`src/rtl/pc_pkg.sv`:
```
// pc_pkg: shared defaults and next-PC source encoding for the fetch-stage PC sequencer.
package pc_pkg;
    localparam int          DEF_WIDTH        = 32;
    localparam logic [31:0] DEF_RESET_VECTOR = 32'h0040_0000;
    localparam logic [31:0] DEF_EXC_VECTOR   = 32'h8000_0180;
    localparam int          DEF_STEP         = 4;
    localparam int          DEF_RAS_DEPTH    = 4;

    typedef enum logic [1:0] {SEL_SEQ, SEL_NEW, SEL_RAS, SEL_EXC} pc_sel_t;
endpackage

```
`src/rtl/pc_ras.sv`:
```
// pc_ras: circular return-address stack; a push when full overwrites the oldest entry
// and sets a sticky overflow flag; push+pop together replaces the top entry.
module pc_ras #(
    parameter int WIDTH     = 32,
    parameter int RAS_DEPTH = 4
) (
    input  logic             clk,
    input  logic             rst,
    input  logic             push,
    input  logic             pop,
    input  logic [WIDTH-1:0] pushData,
    output logic [WIDTH-1:0] top,
    output logic             empty,
    output logic             overflow
);
    localparam int PW = $clog2(RAS_DEPTH);

    logic [WIDTH-1:0] mem_q [RAS_DEPTH];
    logic [PW-1:0]    ptr_q, ptr_d, top_idx, wr_idx;
    logic [PW:0]      occ_q, occ_d;
    logic             ovf_q, ovf_d;
    logic             full, do_pop, push_only, pop_only;

    assign top_idx   = ptr_q - PW'(1);
    assign empty     = occ_q == '0;
    assign full      = occ_q == (PW+1)'(RAS_DEPTH);
    assign do_pop    = pop & ~empty;
    assign push_only = push & ~do_pop;
    assign pop_only  = do_pop & ~push;
    assign top       = mem_q[top_idx];
    assign overflow  = ovf_q;
    // A combined push+pop rewrites the current top slot in place.
    assign wr_idx    = do_pop ? top_idx : ptr_q;

    always_comb begin
        ptr_d = push_only ? ptr_q + PW'(1) : pop_only ? top_idx : ptr_q;
        occ_d = push_only ? (full ? occ_q : occ_q + (PW+1)'(1)) : pop_only ? occ_q - (PW+1)'(1) : occ_q;
        ovf_d = ovf_q | (push_only & full);
    end

    always_ff @(posedge clk or negedge rst) begin
        if (!rst) begin
            ptr_q <= '0;
            occ_q <= '0;
            ovf_q <= 1'b0;
        end else begin
            ptr_q <= ptr_d;
            occ_q <= occ_d;
            ovf_q <= ovf_d;
        end
    end

    always_ff @(posedge clk) begin
        if (push) mem_q[wr_idx] <= pushData;
    end
endmodule

```
`src/rtl/pc_sequencer.sv`:
```
// pc_sequencer: fetch-stage program counter with priority next-PC selection
// (exception, RAS return, redirect, sequential), stall and misaligned-redirect trapping.
module pc_sequencer
    import pc_pkg::*;
#(
    parameter int               WIDTH        = DEF_WIDTH,
    parameter logic [WIDTH-1:0] RESET_VECTOR = WIDTH'(DEF_RESET_VECTOR),
    parameter logic [WIDTH-1:0] EXC_VECTOR   = WIDTH'(DEF_EXC_VECTOR),
    parameter int               STEP         = DEF_STEP,
    parameter bit               DELAY_SLOT   = 1'b0,
    parameter int               RAS_DEPTH    = DEF_RAS_DEPTH
) (
    input  logic             clk,
    input  logic             rst,
    input  logic             count,
    input  logic             shouldUseNewPC,
    input  logic [WIDTH-1:0] newPC,
    input  logic             exception,
    input  logic             isCall,
    input  logic             isReturn,
    output logic [WIDTH-1:0] pcAddress,
    output logic [WIDTH-1:0] nextPCAddress,
    output logic             rasEmpty,
    output logic             rasOverflow,
    output logic             misaligned
);
    localparam logic [WIDTH-1:0] ALIGN_MASK = WIDTH'(STEP - 1);
    localparam logic [WIDTH-1:0] RET_OFFSET = WIDTH'(DELAY_SLOT ? 2 * STEP : STEP);

    logic [WIDTH-1:0] pc_q, pc_d, ras_top;
    logic             mis_q, mis_d;
    logic             take_ret, misal, ras_push, ras_pop;
    pc_sel_t          sel;

    assign pcAddress     = pc_q;
    assign nextPCAddress = pc_q + WIDTH'(STEP);
    assign misaligned    = mis_q;

    always_comb begin
        take_ret = isReturn & ~rasEmpty;
        sel      = exception ? SEL_EXC : take_ret ? SEL_RAS : shouldUseNewPC ? SEL_NEW : SEL_SEQ;
        misal    = (sel == SEL_NEW) ? |(newPC & ALIGN_MASK) : 1'b0;
        // A trapped redirect must not leave a return address behind.
        ras_push = count & isCall & ~exception & ~misal;
        ras_pop  = count & take_ret & ~exception;
        mis_d    = count & misal;
        pc_d     = !count                         ? pc_q :
                   (sel == SEL_EXC) || misal      ? EXC_VECTOR :
                   (sel == SEL_RAS)               ? ras_top :
                   (sel == SEL_NEW)               ? newPC :
                                                    nextPCAddress;
    end

    always_ff @(posedge clk or negedge rst) begin
        if (!rst) begin
            pc_q  <= RESET_VECTOR;
            mis_q <= 1'b0;
        end else begin
            pc_q  <= pc_d;
            mis_q <= mis_d;
        end
    end

    pc_ras #(
        .WIDTH     (WIDTH),
        .RAS_DEPTH (RAS_DEPTH)
    ) u_ras (
        .clk      (clk),
        .rst      (rst),
        .push     (ras_push),
        .pop      (ras_pop),
        .pushData (pc_q + RET_OFFSET),
        .top      (ras_top),
        .empty    (rasEmpty),
        .overflow (rasOverflow)
    );
endmodule
```
`config.mk`:
```
export PLATFORM = sky130hd
export DESIGN_NAME = pc_sequencer
export DESIGN_NICKNAME = d
export VERILOG_FILES = /design/src/rtl/pc_pkg.sv /design/src/rtl/pc_ras.sv /design/src/rtl/pc_sequencer.sv
export SDC_FILE = /design/constraint.sdc
export NUM_CORES = 1
export LEC_CHECK = 0
export CORE_MARGIN = 2
export CORE_UTILIZATION = 55
export CTS_BUF_LIST = sky130_fd_sc_hd__clkbuf_4
export CTS_CLUSTER_SIZE = 12
export DETAILED_ROUTE_END_ITERATION = 12
export PLACE_DENSITY = 0.8
export SYNTH_ARGS = -nofsm -noshare
export SYNTH_HDL_FRONTEND = slang
export SYNTH_SLANG_ARGS = --single-unit
```
`constraint.sdc`:
```
create_clock -name clk -period 6.1 [get_ports clk]
set_input_delay 0.915 -clock clk [delete_from_list [all_inputs] [get_ports clk]]
set_output_delay 0.915 -clock clk [all_outputs]
set_load 0.02 [all_outputs]
```
==> metrics.md <==
| Metric | Value |
|---|---|
| CTS root buffer | clkbuf_4 |
| Max rail drop VDD | roughly 0.18 mV |
| Number of global-route vias before repair | 5500 |
| Overall routing resource usage | 27.37% |
| First-pass GRT wire length | approximately 30 mm |
| Complex-gate fraction of the synthesized area | between 10% and 20% |
| Top-count cell post-synth | edfxtp_1 |
| RSZ-0062 raised after global routing | false |
| Met2 Use GR | between 40 and 50% |
| CP required | 5.18 ns |
| Main combinational cell family by area after synthesis | multiplexers |
| Synth area leaders | edfxtp_1, dfrtp_1, mux4_2 |
| Final nets | between 600 and 700 |
| Chip height | approximately 120 um |
| Max-cap violations | 0 |
| Top_reg_cell synth | edfxtp_1 |
| CP Max Fanout | 9 |
| Combinational power share | 32.5% |
| Hold WC Path Type | input pin to asynchronous set/reset pin |
| Total net switching power | about 1.1 mW |
| Cell count after synthesis | ~550 |
| Die X | between 100 and 150 um |
| Max H-tree Level | 4 |
| Pin count of the biggest net entering global routing | 40 |
| Post-layout util | 66.73% |
| Number of port buffers | about 110 |
| Routed WL per cell | around 23 um |
| Total nets after synthesis | about 600 |
| Cell Rows | 43 |
| Resize count post-CTS | 0 |
| Core Footprint | between 10000 and 15000 um^2 |
| CTS max path bufs | 2 |
| Share of layout cells above drive strength 1 | 13.25% |
| Tcrit/Tclk final | 74.28% |
| Slew margin rel. | 15.44% |
| XOR/XNOR share of the synthesized area | roughly 3.1% |
| GP Congestion | ~0.86 |
| Sum of negative setup slack | 0 ns |
| Critical path cell sequence | and4_1 -> nand3_1 -> or4_1 -> xnor2_1 -> clkdlybuf4s50_1 |
| Post-synth EDFFs | approximately 130 |
| CP Data Arrival Time | 3.62 ns |
| Final Hold Vio Count | 0 |
| Post-Synth Adder-Cell Area | less than 1% |
| Synth Area in Simple Gates | 10.17% |
| Mux contribution to synthesized area | 10.28% |
| CTS tree | built |
| CP peak stage delay | 0.68 ns |
| Register area share after synthesis | a little over three fifths |
| Setup crit start kind | flop |
| Fmax | 220.7 MHz |
| Synth top area share | 49.89% |
| Clock skew | ~0.02 ns |
| Post-route DRC | 0 |
| Average size of a mapped cell | roughly 14 um^2 |
| Met3 Use GR | around 6.4% |
| CTS Buf Count | 17 |
| Final setup vio count | 0 |
| Busiest layer in global routing | met2 |
| Slowest CP cell | clkdlybuf4s50_1 |
| Vias | 5359 |
| Placed cell count | roughly 810 |
| P_int | 2.121 mW |
| Outcome | completed |
| GR Util met1 | roughly 37% |
| Seq pwr share | 48.1% |
| Routed Antenna Nets | 0 |
| CP bufs+invs | 1 |
| Post-CTS setup repair buffer count | 0 |
| Setup CP Type | flop to output pin |
| Final HPWL DP | about 13 mm |
| Synth-to-layout area growth | 19.29% |
| Clock-pin slew on the worst setup and hold paths | 0.13 ns |
| Crit path max-delay family | simple AND/OR/NAND/NOR gates |
| Yosys warning total | 0 |
| Leak pwr | between 3 and 4 nW |
| WL final | 19.60 mm |
| Netlist cell types | 60 |
| Worst slew pin tran | between 1 and 1.5 ns |
| Die ar. | around 15000 um^2 |
| Initial drt markers | 620 |
| Setup crit end kind | output pin |
| Fin. max-slew vios | 0 |
| Initial antenna violation count | 1 |
| Synthesized cell area | just under 8000 um^2 |
| Detailed Routing Iterations Pass 1 | 5 |
| Most frequent cells after synthesis | edfxtp_1, dfrtp_1, nand2_1 |
| Worst skew pair latency | ~0.57 ns |
| Area leader, netlist | edfxtp_1 |
| Ys async rst share | a little under a quarter |
| Pwr Density | ~350 nW/um^2 |
| Worst hold slack | 0.4633 ns |
| Net Sw Frac | around 34% |
| Clock sinks | 167 |
| FF+latch count, synth | approximately 170 |
| Overflow after GRT | 0 |
| Post-layout min period | around 4.5 ns |
| IO Count | between 100 and 150 |
| Non-filler instance count after layout | 845 |
| Via density | approximately 6.3 |
| Initial core utilization | 55.94% |
| Clock power share | between 10% and 20% |
| CTS Hold Buffers Added | 0 |
-- layout by cell type (no fill, tap or decap), types with 6 or more instances in the layout --
master	synthesis	routed
edfxtp_1	128	128
clkdlybuf4s50_1	0	104
dfrtp_1	38	37
nand2_1	36	36
mux4_2	32	32
o21ai_0	25	25
inv_1	22	22
nor2_1	22	22
xnor2_1	20	20
clkbuf_4	0	20
nand3_1	17	17
nor3_1	15	15
a21oi_1	16	14
o221ai_1	10	10
buf_4	2	10
and3_1	8	8
o2bb2ai_1	8	8
nand4_1	7	7
xor2_1	7	7
and2_1	7	7
a211oi_1	7	7
nor4_1	6	6
mux2i_1	6	6
-- final timing paths --
kind / start / endpoint / slack, ns / depth (start not counted)
max: pcAddress[7] / nextPCAddress[27] / 1.57 / 5
min: rst / u_ras.occ_q[2] / 0.46 / 1
max reg2reg: u_ras.occ_q[1] / u_ras.mem_q[3][12] / 2.33 / 6
min reg2reg: u_ras.overflow / u_ras.overflow / 0.49 / 1
max in group asynchronous: rst / u_ras.ptr_q[0] / 5.00 / 1
min in group clk: u_ras.overflow / u_ras.overflow / 0.49 / 1
-- cell families after synthesis --
| group | count (synthesis) |
|---|---|
| flops | 167 |
| simple gates | 147 |
| compound gates | 110 |
| buf+inv | 59 |
| mux | 39 |
| xor+xnor | 27 |
| fa+ha+maj | 5 |
-- flip-flops by register name, indices dropped and copies added, names as in the netlist --
register        count
pcAddress          32
misaligned          1
u_ras.ptr_q         2
u_ras.overflow      1
u_ras.occ_q         3
u_ras.mem_q       128
-- power groups by stage --
stage	clock network [mW]	logic (mW)	registers (mW)
6_report	0.619	1.04	1.54
5_1_grt	0.672	1.10	1.56
4_1_cts	0.624	1.04	1.54
3_5_place_dp	0	1.03	1.56
3_3_place_gp	0	1.00	1.55
2_1_floorplan	0	0.662	1.53
-- through the flow --
step                cell area [um^2]  power (mW)  setup WS (ns)
detailed placement              8929       2.592          1.189
CTS                             9189       3.198          1.571
global placement                8929       2.549          1.389
global route                    9191       3.331          1.437
floorplan                       7705       2.190          1.394
finish                          9191       3.192          1.569
-- routing by layer --
metal | vias up | routed length, um
li1 | 2351 | -
met1 | 2694 | 7831
met2 | 279 | 9749
met3 | 35 | 1576
met4 | 0 | 438
met5 | - | 0
-- final cells by class --
| type | count | area [um^2] |
|---|---|---|
| clock inverter | 11 | 110.1 |
| antenna | 1 | 2.502 |
| inverter | 23 | 86.33 |
| sequential | 167 | 4822 |
| fill | 1016 | 4582 |
| clock buffer | 20 | 150.1 |
| timing repair buffer | 115 | 1121 |
| multi-input combinational | 328 | 2674 |
| tap | 180 | 225.2 |
Note: power is estimated with default switching activity, not from simulation.
